==> config.mk <==
export PLATFORM = sky130hd
export DESIGN_NAME = pcf8591_sched_flat
export DESIGN_NICKNAME = d
export VERILOG_FILES = /design/src/rtl/pcf8591_sched_if.sv /design/src/rtl/pcf8591_sched.sv /design/src/flat_wrapper.sv
export SDC_FILE = /design/constraint.sdc
export NUM_CORES = 1
export LEC_CHECK = 0
export ABC_AREA = 1
export BUFFER_PORTS_ARGS = -buffer_cell sky130_fd_sc_hd__buf_2
export CAP_MARGIN = 25
export CORE_ASPECT_RATIO = 0.9
export CORE_MARGIN = 2
export CORE_UTILIZATION = 25
export DETAILED_ROUTE_END_ITERATION = 8
export SYNTH_ARGS = -nofsm -noshare
export SYNTH_HDL_FRONTEND = slang
export SYNTH_SLANG_ARGS = --single-unit
==> constraint.sdc <==
create_clock -name sysclk -period 4.7 [get_ports sysclk]
set_input_delay 1.41 -clock sysclk [delete_from_list [all_inputs] [get_ports sysclk]]
set_output_delay 1.41 -clock sysclk [all_outputs]
set_load 0.005 [all_outputs]
==> src/rtl/pcf8591_sched_if.sv <==
// Byte-level command channel between the PCF8591 scheduler and the shared I2C byte master.
// master: scheduler side (drives commands); slave: byte-master side (accepts, completes).
interface pcf8591_sched_if;
    logic       m_valid;
    logic       m_ready;
    logic [1:0] m_cmd;
    logic [7:0] m_wdata;
    logic       m_last;
    logic       m_done;
    logic [7:0] m_rdata;
    logic       m_nack;

    modport master (
        output m_valid, m_cmd, m_wdata, m_last,
        input  m_ready, m_done, m_rdata, m_nack
    );

    modport slave (
        input  m_valid, m_cmd, m_wdata, m_last,
        output m_ready, m_done, m_rdata, m_nack
    );
endinterface

==> src/rtl/pcf8591_sched.sv <==
// PCF8591 scheduler: round-robin DAC-write / ADC-read arbitration, expanded into I2C byte commands.
// Latency: first command 1 cycle after grant; each step >= 2 cycles + master latency; result 1 cycle after last m_done.
// Backpressure: command held stable while m_valid && !m_ready. Optional PCF_AUTOSCAN_EN adds a periodic ADC scan.
module pcf8591_sched #(
    parameter logic [6:0]  DEV_ADDR    = 7'b1001000,
    parameter logic [23:0] SCAN_PERIOD = 24'd100000
) (
    input  logic                   sysclk,
    input  logic                   reset,
    input  logic                   dac_req,
    input  logic [7:0]             dac_data,
    output logic                   dac_ack,
    input  logic                   adc_req,
    input  logic [1:0]             adc_chan,
    output logic                   adc_valid,
    output logic [7:0]             adc_data,
    output logic [1:0]             adc_tag,
    output logic                   err,
    pcf8591_sched_if.master        m_if
);

    typedef enum logic [2:0] {IDLE, ISSUE, WAIT, ABORT, FINISH} state_t;

    localparam logic [1:0] CMD_START = 2'd0;
    localparam logic [1:0] CMD_WRITE = 2'd1;
    localparam logic [1:0] CMD_READ  = 2'd2;
    localparam logic [1:0] CMD_STOP  = 2'd3;

    typedef struct packed {
        logic [1:0] cmd;
        logic [7:0] wdata;
        logic       last;
    } cmd_t;

    // Command for a given step of the DAC or ADC sequence; control byte keeps bit6 (DAC enable) set.
    function automatic cmd_t step_cmd(input logic is_adc, input logic [3:0] step,
                                      input logic [7:0] dval, input logic [1:0] chan);
        cmd_t c;
        c = '0;
        if (!is_adc) begin
            case (step)
                4'd0:    c.cmd = CMD_START;
                4'd1:    begin c.cmd = CMD_WRITE; c.wdata = {DEV_ADDR, 1'b0}; end
                4'd2:    begin c.cmd = CMD_WRITE; c.wdata = 8'h40; end
                4'd3:    begin c.cmd = CMD_WRITE; c.wdata = dval; end
                default: c.cmd = CMD_STOP;
            endcase
        end else begin
            case (step)
                4'd0:    c.cmd = CMD_START;
                4'd1:    begin c.cmd = CMD_WRITE; c.wdata = {DEV_ADDR, 1'b0}; end
                4'd2:    begin c.cmd = CMD_WRITE; c.wdata = {6'b010000, chan}; end
                4'd3:    c.cmd = CMD_STOP;
                4'd4:    c.cmd = CMD_START;
                4'd5:    begin c.cmd = CMD_WRITE; c.wdata = {DEV_ADDR, 1'b1}; end
                4'd6:    begin c.cmd = CMD_READ; c.last = 1'b0; end
                4'd7:    begin c.cmd = CMD_READ; c.last = 1'b1; end
                default: c.cmd = CMD_STOP;
            endcase
        end
        return c;
    endfunction

    state_t     state_q,     state_d;
    logic [3:0] step_q,      step_d;
    logic       is_adc_q,    is_adc_d;
    logic [7:0] dval_q,      dval_d;
    logic [1:0] chan_q,      chan_d;
    logic       last_adc_q,  last_adc_d;
    logic       err_flag_q,  err_flag_d;
    logic [7:0] result_q,    result_d;
    logic       m_valid_q,   m_valid_d;
    cmd_t       cmd_q,       cmd_d;
    logic       dac_ack_q,   dac_ack_d;
    logic       adc_valid_q, adc_valid_d;
    logic [7:0] adc_data_q,  adc_data_d;
    logic [1:0] adc_tag_q,   adc_tag_d;
    logic       err_q,       err_d;

`ifdef PCF_AUTOSCAN_EN
    logic [23:0] scan_cnt_q,  scan_cnt_d;
    logic        scan_pend_q, scan_pend_d;
    logic [1:0]  scan_chan_q, scan_chan_d;
    logic        is_scan_q,   is_scan_d;
`else
    logic unused_scan_period;
    assign unused_scan_period = ^SCAN_PERIOD;
`endif

    logic       granted;
    logic       finish_now;
    logic [3:0] last_step;
    logic [3:0] step_inc;
    cmd_t       next_cmd;

    assign last_step = is_adc_q ? 4'd8 : 4'd4;
    assign step_inc  = step_q + 4'd1;
    assign next_cmd  = step_cmd(is_adc_q, step_inc, dval_q, chan_q);

    always_comb begin
        state_d     = state_q;
        step_d      = step_q;
        is_adc_d    = is_adc_q;
        dval_d      = dval_q;
        chan_d      = chan_q;
        last_adc_d  = last_adc_q;
        err_flag_d  = err_flag_q;
        result_d    = result_q;
        m_valid_d   = m_valid_q;
        cmd_d       = cmd_q;
        dac_ack_d   = 1'b0;
        adc_valid_d = 1'b0;
        adc_data_d  = adc_data_q;
        adc_tag_d   = adc_tag_q;
        err_d       = 1'b0;
        granted     = 1'b0;
        finish_now  = 1'b0;
`ifdef PCF_AUTOSCAN_EN
        scan_chan_d = scan_chan_q;
        is_scan_d   = is_scan_q;
        scan_cnt_d  = (scan_cnt_q == SCAN_PERIOD - 24'd1) ? 24'd0 : scan_cnt_q + 24'd1;
        // A wrap while the flag is already pending simply merges into it.
        scan_pend_d = scan_pend_q | (scan_cnt_q == SCAN_PERIOD - 24'd1);
`endif

        case (state_q)
            IDLE: begin
                // Tie goes to whichever side was not granted last.
                if (dac_req && (!adc_req || last_adc_q)) begin
                    granted    = 1'b1;
                    is_adc_d   = 1'b0;
                    dval_d     = dac_data;
                    last_adc_d = 1'b0;
`ifdef PCF_AUTOSCAN_EN
                    is_scan_d  = 1'b0;
`endif
                end else if (adc_req) begin
                    granted    = 1'b1;
                    is_adc_d   = 1'b1;
                    chan_d     = adc_chan;
                    last_adc_d = 1'b1;
`ifdef PCF_AUTOSCAN_EN
                    is_scan_d  = 1'b0;
                end else if (scan_pend_q) begin
                    granted     = 1'b1;
                    is_adc_d    = 1'b1;
                    chan_d      = scan_chan_q;
                    is_scan_d   = 1'b1;
                    scan_pend_d = 1'b0;
`endif
                end
                if (granted) begin
                    state_d   = ISSUE;
                    step_d    = 4'd0;
                    m_valid_d = 1'b1;
                    cmd_d     = '0;
                    cmd_d.cmd = CMD_START;
                end
            end
            ISSUE: begin
                if (m_if.m_ready) begin
                    m_valid_d = 1'b0;
                    state_d   = WAIT;
                end
            end
            WAIT: begin
                if (m_if.m_done) begin
                    if (cmd_q.cmd == CMD_READ && cmd_q.last) begin
                        result_d = m_if.m_rdata;
                    end
                    if (cmd_q.cmd == CMD_WRITE && m_if.m_nack) begin
                        err_flag_d = 1'b1;
                        state_d    = ABORT;
                        m_valid_d  = 1'b1;
                        cmd_d      = '0;
                        cmd_d.cmd  = CMD_STOP;
                    end else if (step_q == last_step) begin
                        finish_now = 1'b1;
                    end else begin
                        step_d    = step_inc;
                        state_d   = ISSUE;
                        m_valid_d = 1'b1;
                        cmd_d     = next_cmd;
                    end
                end
            end
            ABORT: begin
                // m_valid low here means the STOP is in flight and m_done is meaningful.
                if (m_valid_q) begin
                    if (m_if.m_ready) begin
                        m_valid_d = 1'b0;
                    end
                end else if (m_if.m_done) begin
                    finish_now = 1'b1;
                end
            end
            FINISH: begin
                err_flag_d = 1'b0;
                state_d    = IDLE;
`ifdef PCF_AUTOSCAN_EN
                if (is_scan_q) begin
                    scan_chan_d = scan_chan_q + 2'd1;
                    is_scan_d   = 1'b0;
                end
`endif
            end
            default: state_d = IDLE;
        endcase

        if (finish_now) begin
            state_d = FINISH;
            err_d   = err_flag_q;
            if (is_adc_q) begin
                adc_valid_d = 1'b1;
                adc_tag_d   = chan_q;
                adc_data_d  = err_flag_q ? 8'h00 : result_q;
            end else begin
                dac_ack_d = 1'b1;
            end
        end
    end

    always_ff @(posedge sysclk or negedge reset) begin
        if (!reset) begin
            state_q     <= IDLE;
            step_q      <= 4'd0;
            is_adc_q    <= 1'b0;
            dval_q      <= 8'h00;
            chan_q      <= 2'd0;
            last_adc_q  <= 1'b1;
            err_flag_q  <= 1'b0;
            result_q    <= 8'h00;
            m_valid_q   <= 1'b0;
            cmd_q       <= '0;
            dac_ack_q   <= 1'b0;
            adc_valid_q <= 1'b0;
            adc_data_q  <= 8'h00;
            adc_tag_q   <= 2'd0;
            err_q       <= 1'b0;
`ifdef PCF_AUTOSCAN_EN
            scan_cnt_q  <= 24'd0;
            scan_pend_q <= 1'b0;
            scan_chan_q <= 2'd0;
            is_scan_q   <= 1'b0;
`endif
        end else begin
            state_q     <= state_d;
            step_q      <= step_d;
            is_adc_q    <= is_adc_d;
            dval_q      <= dval_d;
            chan_q      <= chan_d;
            last_adc_q  <= last_adc_d;
            err_flag_q  <= err_flag_d;
            result_q    <= result_d;
            m_valid_q   <= m_valid_d;
            cmd_q       <= cmd_d;
            dac_ack_q   <= dac_ack_d;
            adc_valid_q <= adc_valid_d;
            adc_data_q  <= adc_data_d;
            adc_tag_q   <= adc_tag_d;
            err_q       <= err_d;
`ifdef PCF_AUTOSCAN_EN
            scan_cnt_q  <= scan_cnt_d;
            scan_pend_q <= scan_pend_d;
            scan_chan_q <= scan_chan_d;
            is_scan_q   <= is_scan_d;
`endif
        end
    end

    assign dac_ack        = dac_ack_q;
    assign adc_valid      = adc_valid_q;
    assign adc_data       = adc_data_q;
    assign adc_tag        = adc_tag_q;
    assign err            = err_q;
    assign m_if.m_valid   = m_valid_q;
    assign m_if.m_cmd     = cmd_q.cmd;
    assign m_if.m_wdata   = cmd_q.wdata;
    assign m_if.m_last    = cmd_q.last;

endmodule

==> src/flat_wrapper.sv <==
// flat-port wrapper written by rule: the top's interface ports become plain ports
module pcf8591_sched_flat 
#(
    parameter logic [6:0]  DEV_ADDR    = 7'b1001000,
    parameter logic [23:0] SCAN_PERIOD = 24'd100000
)
  (sysclk, reset, dac_req, dac_data, dac_ack, adc_req, adc_chan, adc_valid, adc_data, adc_tag, err, m_if_m_valid, m_if_m_cmd, m_if_m_wdata, m_if_m_last, m_if_m_ready, m_if_m_done, m_if_m_rdata, m_if_m_nack);
  pcf8591_sched_if m_if_i ();
  input  logic sysclk;
  input  logic reset;
  input  logic dac_req;
  input  logic [7:0] dac_data;
  output logic dac_ack;
  input  logic adc_req;
  input  logic [1:0] adc_chan;
  output logic adc_valid;
  output logic [7:0] adc_data;
  output logic [1:0] adc_tag;
  output logic err;
  output wire logic [$bits(m_if_i.m_valid)-1:0] m_if_m_valid;
  output wire logic [$bits(m_if_i.m_cmd)-1:0] m_if_m_cmd;
  output wire logic [$bits(m_if_i.m_wdata)-1:0] m_if_m_wdata;
  output wire logic [$bits(m_if_i.m_last)-1:0] m_if_m_last;
  input wire logic [$bits(m_if_i.m_ready)-1:0] m_if_m_ready;
  input wire logic [$bits(m_if_i.m_done)-1:0] m_if_m_done;
  input wire logic [$bits(m_if_i.m_rdata)-1:0] m_if_m_rdata;
  input wire logic [$bits(m_if_i.m_nack)-1:0] m_if_m_nack;
  assign m_if_m_valid = m_if_i.m_valid;
  assign m_if_m_cmd = m_if_i.m_cmd;
  assign m_if_m_wdata = m_if_i.m_wdata;
  assign m_if_m_last = m_if_i.m_last;
  assign m_if_i.m_ready = m_if_m_ready;
  assign m_if_i.m_done = m_if_m_done;
  assign m_if_i.m_rdata = m_if_m_rdata;
  assign m_if_i.m_nack = m_if_m_nack;
  pcf8591_sched #(.DEV_ADDR(DEV_ADDR), .SCAN_PERIOD(SCAN_PERIOD)) u_core (.sysclk(sysclk), .reset(reset), .dac_req(dac_req), .dac_data(dac_data), .dac_ack(dac_ack), .adc_req(adc_req), .adc_chan(adc_chan), .adc_valid(adc_valid), .adc_data(adc_data), .adc_tag(adc_tag), .err(err), .m_if(m_if_i));
endmodule
* Yosys cells after proc, flatten, opt, wreduce, memory -nomap -nowiden *
Index checks and enable logic that the tools add are counted.

word-level totals
  input port bits = 25
  bits in registers = 53
  output and inout port bits = 25
  word-level logic and storage cells = 123

cells by class
  multiplexer cells = 53
  bitwise operators = 1
  add/subtract/negate cells = 1
  reductions and logical operators = 25
  equality and inequality tests = 26

operators by type and width
  kind                                                              number
  8-bit one-hot mux with 3 select lines                             2
  11-bit 2-to-1 mux                                                 4
  1-bit 2-to-1 mux                                                  26
  11-bit one-hot mux with 2 select lines                            1
  4-bit 2-to-1 mux                                                  5
  3-bit 2-to-1 mux                                                  6
  4-bit by 3-bit == test with 1-bit output (second input constant)  4
  5-bit AND reduction                                               3
  3-bit one-hot mux with 4 select lines                             1
  10-bit 2-to-1 mux                                                 1
  3-bit by 2-bit != test with 1-bit output (second input constant)  3
  3-bit AND reduction                                               3
  4-bit by 2-bit == test with 1-bit output (second input constant)  2
  8-bit 2-to-1 mux                                                  1
  2-bit != test (second input constant)                             4
  4-bit one-hot mux with 2 select lines                             1
  3-bit by 2-bit == test with 1-bit output (second input constant)  2
  2-bit by 1-bit != test with 1-bit output (second input constant)  3
  2-bit one-hot mux with 3 select lines                             1
  2-bit AND reduction                                               3
  2-bit nonzero test                                                3
  3-bit OR reduction                                                2
  4-bit by 1-bit adder with 4-bit output (second input constant)    1
  4-bit by 1-bit == test with 1-bit output (second input constant)  1
  19 further kinds                                                  23

* Longest topological paths before layout *
Gate-level depths: netlist (run 1).

  word-level depth = 9
  depth in mapped cells = 12

* Worst setup path before layout (run 1) *
OpenSTA, ideal clock, no wires.

  kind = input to register
  start point = input port m_if_m_nack
  end point = register u_core.step_q[1]
  path slack = 2,360 ps
  stages = 6
  data arrival time = 2,219 ps
  path buffers = 0
  cell sequence = nand3_1 -> nor2_1 -> nor2_1 -> nand3_1 -> inv_2 -> a22o_1

between the ends
  longest elaborated chain between the ends = 3

RTL lines
  what                           line                  RTL
  start: declaration             flat_wrapper.sv:27    input wire logic [$bits(m_if_i.m_nack)-1:0] m_if_m_nack;
  1-bit logical AND              pcf8591_sched.sv:171  if (cmd_q.cmd == CMD_WRITE && m_if.m_nack) begin
  2-bit != test (no line)        n/a
  5-bit AND reduction (no line)  n/a
  end signal: assignment         pcf8591_sched.sv:248  step_q <= step_d;
  end: declaration               pcf8591_sched.sv:65   logic [3:0] step_q, step_d;

No other way between the ends.
A chain may end at the register's enable or synchronous reset.

* Worst setup path after layout (run 1) *
  start point = register u_core.cmd_q (netlist bit u_core.m_if.m_cmd[0])
  end point = output port m_if_m_cmd[0]

RTL lines
  what                      line                  RTL
  start: declaration        pcf8591_sched.sv:73   cmd_t cmd_q, cmd_d;
  start signal: assignment  pcf8591_sched.sv:256  cmd_q <= cmd_d;
  end: declaration          flat_wrapper.sv:21    output wire logic [$bits(m_if_i.m_cmd)-1:0] m_if_m_cmd;

No word-level cell between the ends.

==> results of run 1 <==
worst register-to-register path, cell delays in order, from the launching register on:
cell and delay (ns):
dfrtp_1 0.48, ha_1 0.25, xnor2_1 0.53, nand2_1 0.19, nor2_4 0.21, a31oi_1 0.12, o21ai_0 0.17
area by class of cell:
class	count	area [um2]
clock inverter	1	30.0
clock buffer	7	86.3
multi-input combinational	185	1070
inverter	25	96.3
sequential	53	1330
fill	994	6720
timing repair buffer	50	253
tap	126	158
state kept, by name, summed over array words and instances, names as in the netlist:
| signal | cells |
|---|---|
| u_core.m_if.m_cmd | 2 |
| u_core.result_q | 8 |
| u_core.dac_ack | 1 |
| u_core.m_if.m_valid | 1 |
| u_core.err | 1 |
| u_core.state_q | 3 |
| u_core.adc_valid | 1 |
| u_core.last_adc_q | 1 |
| u_core.chan_q | 2 |
| u_core.err_flag_q | 1 |
| u_core.adc_tag | 2 |
| u_core.m_if.m_wdata | 8 |
| u_core.m_if.m_last | 1 |
| u_core.is_adc_q | 1 |
| u_core.dval_q | 8 |
| u_core.step_q | 4 |
| u_core.adc_data | 8 |
worst max path at each step:
stage | slack [ns] | cells after the start | start | endpoint
after floorplan | 2.36 | 6 | m_if_m_nack | u_core.step_q[1]
after global placement | 2.13 | 7 | m_if_m_done | u_core.adc_tag[1]
after detailed placement | 2.09 | 9 | adc_req | u_core.m_if.m_cmd[0]
after CTS | 2.39 | 1 | u_core.m_if.m_valid | m_if_m_valid
after global routing | 2.23 | 9 | adc_req | u_core.m_if.m_cmd[0]
final | 2.40 | 1 | u_core.m_if.m_cmd[0] | m_if_m_cmd[0]
cell families (layout without fill, tap and decap cells):
group / count (synthesis) / after routing / synth area share [%]
adders and majority gates: 5 / 5 / 2.47
DFF: 53 / 53 / 52.4
AOI/OAI and AO/OA: 31 / 31 / 8.40
xor gates and xnor gates: 1 / 1 / 0.346
buffers and inverters: 29 / 83 / 5.19
muxes: 18 / 18 / 8.00
and+or+nand+nor: 130 / 130 / 23.2
layer usage:
layer	track usage [%]	wire (um)	share of wire, %
met1	14.8	2670	47
met2	16.5	2520	45
met3	3.47	337	6.0
met4	4.52	122	2.2
met5	0	0	0
power by group:
group | internal, uW | total (uW) | switching (uW)
Clock | 174 | 318 | 144
Sequential | 577 | 684 | 107
Combinational | 229 | 608 | 379
Total | 980 | 1610 | 630
layout by cell type (no fill, tap or decap), drive strengths merged, types with 2 or more instances in the layout:
| master | n |
|---|---|
| nor2 | 15 |
| o21ai | 19 |
| a31oi | 2 |
| ha | 5 |
| dfrtp | 52 |
| buf | 50 |
| clkbuf | 7 |
| inv | 24 |
| nand2 | 84 |
| mux2 | 18 |
| a21oi | 4 |
| o21a | 2 |
| nand3 | 19 |
| nand4 | 10 |
| o211ai | 2 |
stage by stage:
stage	worst slack (ns)	instance area, um2	power (uW)	util, %
floorplan	2.36	2530	1130	-
global placement	2.13	2910	1290	29.8
detailed placement	2.09	2910	1300	29.8
CTS	2.39	3020	1630	31.0
global route	2.23	3020	1740	31.0
finish	2.40	3020	1610	31.0
==> impl_metrics.toml, run 1 <==
[run_status]
status = "complete, no violations"

[logic_synthesis]
ys_seq_area_share_pct = 52.4
ys_top_cells_by_area = "dfrtp_1 51%, nand2_1 12%, mux2_2 8.0%"
synth-edff-count = 0
synth.net_count = 297
syn_inst = 267
synth_flop_cell = "dfrtp_1"
ys_types = 32
syn_area_per_cell_um2 = 9.48
synth_warnings = 0
async_flop_share_pct = 100
synth.most_common_cell = "nand2_1"
ys_seq_elements = 53
synth_area_mm2 = 0.00253
yosysTopAreaCell = "dfrtp_1"
yosysTopAreaCellShare_pct = 51.4
synthTopCellsByCount = "83 x nand2_1, 52 x dfrtp_1, 22 x inv_1"

[worst_setup_path]
end_kind = "output pin"
reg2reg_slack_ns = 2.69
crit_arrival_ns = 0.89
critPathMaxFanout = 4
worstRegToRegCells = 6
crit_slowest_cell = "dfrtp_1"
cp_top_family = "flip-flops"
slowest_delay_ns = 0.43
path_buf_inv = 1
worstSetupPathType = "flop to output pin"
crit_required_ns = 3.29
r2r_end = "u_core.m_if.m_wdata[6]"
rr_startpoint = "u_core.step_q[0]"
cp_cell_sequence = "buf_2"
cp-start-kind = "flop"

[sta]
setup_tns_ns = 0
finalMaxSlewViolations = 0
max_clock_freq_mhz = 434
rsz0062_at_grt = "false"
finalSetupViolCount = 0
timing.final.crit_share_pct = 49.0
fin_skew_ns = 0.00607
relSlewSlack_pct = 56.5
whs_ns = 0.486
final_hold_viol_count = 0
fin_crit_ns = 2.30
worst_pin_slew_ns = 0.648

[clocking]
clk_latency_ns = 0.30
clockBufferDepth = 2
ctsResizeCount = 0
ctsHoldBuffers = 0
cts_tree = "built"
root_buffer = "clkbuf_8"
cts_setup_buffers = 0
cts.clk_slew.worst_paths_ns = 0.09
cts_sinks = 53
h-tree-depth = 2
cts_buffers = 5

[floorplanning]
core.rowCount = 34
top_level_ports = 50
design.core.area_mm2 = 0.00974
dieArea_mm2 = 0.0110
die_height_um = 99.5
die_w_um = 110
initial_utilization_pct = 26.0

[routing]
num_vias = 2016
wirelength_um = 5650
dr.pass1.iters = 4
drt-wirelength-per-cell_um = 12.6
avgViaCountPerCell = 4.51
dr.first_iter.drc_count = 112
ant_nets = 0
drc = 0

[cells_and_area]
diodes = 0
fin_nets = 350
drive_above_1_share_pct = 30.5
fin_cells = 447
area_delta_synth_final_pct = 19.4

[power_and_ir_drop]
p_per_area_mw_per_mm2 = 532
leakage_uw = 0.00160
vdd_drop_max_mv = 0.149

[placement]
portBuffers = 49
dp_hpwl_um = 4260
routabilityCongestion = 0.865
dp.cells = 439

[hold_path]
holdPathStages = 2
hold_start = "u_core.adc_data[2]"
hold_path_class = "flop to flop"
holdPathEnd = "u_core.adc_data[2]"

[global_routing]
antenna_found_initial = 0
grt_max_degree = 54
grt_pass1_vias = 2019
grt_usage_pct = 11.1
grt_pass1_wl_um = 9490
grt_remaining_overflow = 0

[job]
drv_cap = 0
(Power assumes the default switching activity.)
==> run 2: changes to the inputs <==
--- a/config.mk
+++ b/config.mk
@@ -5,7 +5,7 @@
 export SDC_FILE = /design/constraint.sdc
 export NUM_CORES = 1
 export LEC_CHECK = 0
-export ABC_AREA = 1
+export ABC_AREA = 0
 export BUFFER_PORTS_ARGS = -buffer_cell sky130_fd_sc_hd__buf_2
 export CAP_MARGIN = 25
 export CORE_ASPECT_RATIO = 0.9
==> constraint.sdc (replaced) <==
create_clock -name sysclk -period 2.3 [get_ports sysclk]
set_input_delay 0.69 -clock sysclk [delete_from_list [all_inputs] [get_ports sysclk]]
set_output_delay 0.69 -clock sysclk [all_outputs]
set_load 0.005 [all_outputs]
==> run 2 against run 1 <==
  * Clock power rose to 2.7 times the previous value
  * Sequential power rose by 110%
  * Final area rose by 6.7%
  * Sequential cell count did not move
  * Synthesized area rose by 5.1%
  * Critical endpoint is now u_core.adc_data[6]
  * Largest cell class unchanged
  * Highest routed layer unchanged
==> impl_metrics.toml, run 2 <==
[worst_setup_path]
r2r_end = "u_core.adc_data[6]"
end_kind = "flop"
worstSetupPathType = "flop to flop"
reg2reg_slack_ns = 0.18
crit_required_ns = 2.48
cp-start-kind = "flop"
crit_arrival_ns = 2.30
critPathMaxFanout = 9
rr_startpoint = "u_core.step_q[0]"
worstRegToRegCells = 8

[clocking]
cts_tree = "built"
cts_sinks = 53
clockBufferDepth = 2
h-tree-depth = 2
cts.clk_slew.worst_paths_ns = 0.07
cts_buffers = 5
clk_latency_ns = 0.29
root_buffer = "clkbuf_16"
ctsResizeCount = 0
ctsHoldBuffers = 0
cts_setup_buffers = 0

[logic_synthesis]
synth.net_count = 255
yosysTopAreaCellShare_pct = 48.9
synth.most_common_cell = "dfrtp_1"
syn_inst = 225
yosysTopAreaCell = "dfrtp_1"
synth_warnings = 0
synth_area_mm2 = 0.00266
synth-edff-count = 0
async_flop_share_pct = 100
ys_seq_elements = 53
ys_top_cells_by_area = "dfrtp_1 49%, mux2_2 7.6%, mux2_4 5.1%"
synth_flop_cell = "dfrtp_1"
syn_area_per_cell_um2 = 11.8
ys_seq_area_share_pct = 49.9
ys_types = 58
synthTopCellsByCount = "52 x dfrtp_1, 19 x nand2_1, 18 x mux2_2"

[placement]
dp_hpwl_um = 4440
dp_slack_ns = 0.193
portBuffers = 49
routabilityCongestion = 0.798

[sta]
finalMaxSlewViolations = 0
rsz0062_at_grt = "false"
max_clock_freq_mhz = 472
finalSetupViolCount = 0
final_hold_viol_count = 0
fin_skew_ns = 0.00531
worst_slack_ns = 0.180
setup_tns_ns = 0
relSlewSlack_pct = 66.2
timing.final.crit_share_pct = 92.2
worst_pin_slew_ns = 0.507
fin_crit_ns = 2.12

[global_routing]
grt_usage_pct = 10.4
grt_remaining_overflow = 0
antenna_found_initial = 0
grt_max_degree = 20
grt_pass1_wl_um = 9670
grt_pass1_vias = 1876

[cells_and_area]
area_delta_synth_final_pct = 21.2
drive_above_1_share_pct = 38.0
diodes = 0
layout_common_cells = "52 x dfrtp_1, 49 x buf_2, 19 x nand2_1, 18 x mux2_2, 14 x a21oi_1"
fin_nets = 308
final_common_cell = "dfrtp_1"

[power_and_ir_drop]
p_per_area_mw_per_mm2 = 1110
leakage_uw = 0.00149
vdd_drop_max_mv = 0.448

[run_status]
status = "complete, no violations"

[routing]
wirelength_um = 5720
avgViaCountPerCell = 4.68
dr.first_iter.drc_count = 126
drt-wirelength-per-cell_um = 14.0
drc = 0
num_vias = 1908
ant_nets = 0
dr.pass1.iters = 4

[job]
drv_cap = 0

[floorplanning]
top_level_ports = 50
initial_utilization_pct = 25.9
die_height_um = 102
dieArea_mm2 = 0.0115
die_w_um = 113
design.core.area_mm2 = 0.0103
core.rowCount = 35

[hold_path]
hold_path_class = "input port to asynchronous set/reset pin"
==> run 2: cell types whose count changed after synthesis, sizes merged, moves of 9 or more <==
| cell | delta |
|---|---|
| nand2 | -64 |
| inv | -14 |
| nand3 | -14 |
| a21oi | +11 |
| mux2 | +9 |
| o21ai | -9 |
==> run 2: layout make-up <==
class | instances | area [um2]
clock buffers | 5 | 125
multi-input cells | 153 | 1230
clock inverters | 3 | 50.0
repair buffers | 55 | 290
well taps | 129 | 161
flip-flops and latches | 53 | 1330
inverters | 10 | 45.0
fillers | 1023 | 7070
==> run 2: worst max-delay path, cell delays in order (launching register included) <==
cell       delay (ns)
dfrtp_1          0.47
inv_1            0.12
ha_1             0.29
nand4bb_1        0.17
o2bb2ai_2        0.21
o22ai_4          0.16
nand3_4          0.16
inv_8            0.13
mux2_4           0.30
==> run 2: worst max-delay path by stage <==
stage                          start            endpoint  slack (ns)  cells after the start
floorplan           u_core.step_q[0]  u_core.adc_data[0]        0.37                      8
global placement    u_core.step_q[0]  u_core.adc_data[1]        0.26                      8
detailed placement  u_core.step_q[0]  u_core.adc_data[5]        0.19                      8
CTS                 u_core.step_q[0]  u_core.adc_data[6]        0.18                      8
global route        u_core.step_q[0]  u_core.adc_data[1]        0.02                      8
finish              u_core.step_q[0]  u_core.adc_data[6]        0.18                      8
==> run 2: report_power, final <==
group / leakage [uW] / switching [uW] / internal (uW)
registers: 0.000693 / 283 / 1180
logic: 0.000714 / 676 / 578
clock network: 0.0000859 / 349 / 523
==> run 2: logic make-up (layout without fill, tap and decap cells) <==
kind of cell             count (synthesis)  count (layout)  synth area share [%]
multiplexers                            28              28                  13.1
flip-flops                              53              53                  49.9
adder cells (fa/ha/maj)                  5               5                  2.35
AO/OA/AOI/OAI                           55              55                  15.2
AND/OR/NAND/NOR                         63              63                  14.8
buffers and inverters                   19              73                  4.04
XOR/XNOR                                 2               2                 0.658
==> run 2: metal layers <==
metal / wire length, um / track usage, % / vias up
met3: 258 / 2.31 / 6
met1: 2770 / 14.8 / 934
met2: 2600 / 15.9 / 38
li1: - / - / 930
met4: 85 / 3.66 / 0
met5: 0 / 0 / -
==> run 2: through the flow <==
stage                     hold WS [ns]  cell area [um2]  utilization (%)  std cells  total power, uW
after floorplan                  0.394             2660                -        225             2360
after global placement           0.470             3050             29.6        400             2730
after detailed placement         0.475             3050             29.6        400             2750
after CTS                        0.326             3230             31.3        408             3630
after global routing             0.343             3230             31.3        408             3860
final                            0.316             3230             31.3        408             3590
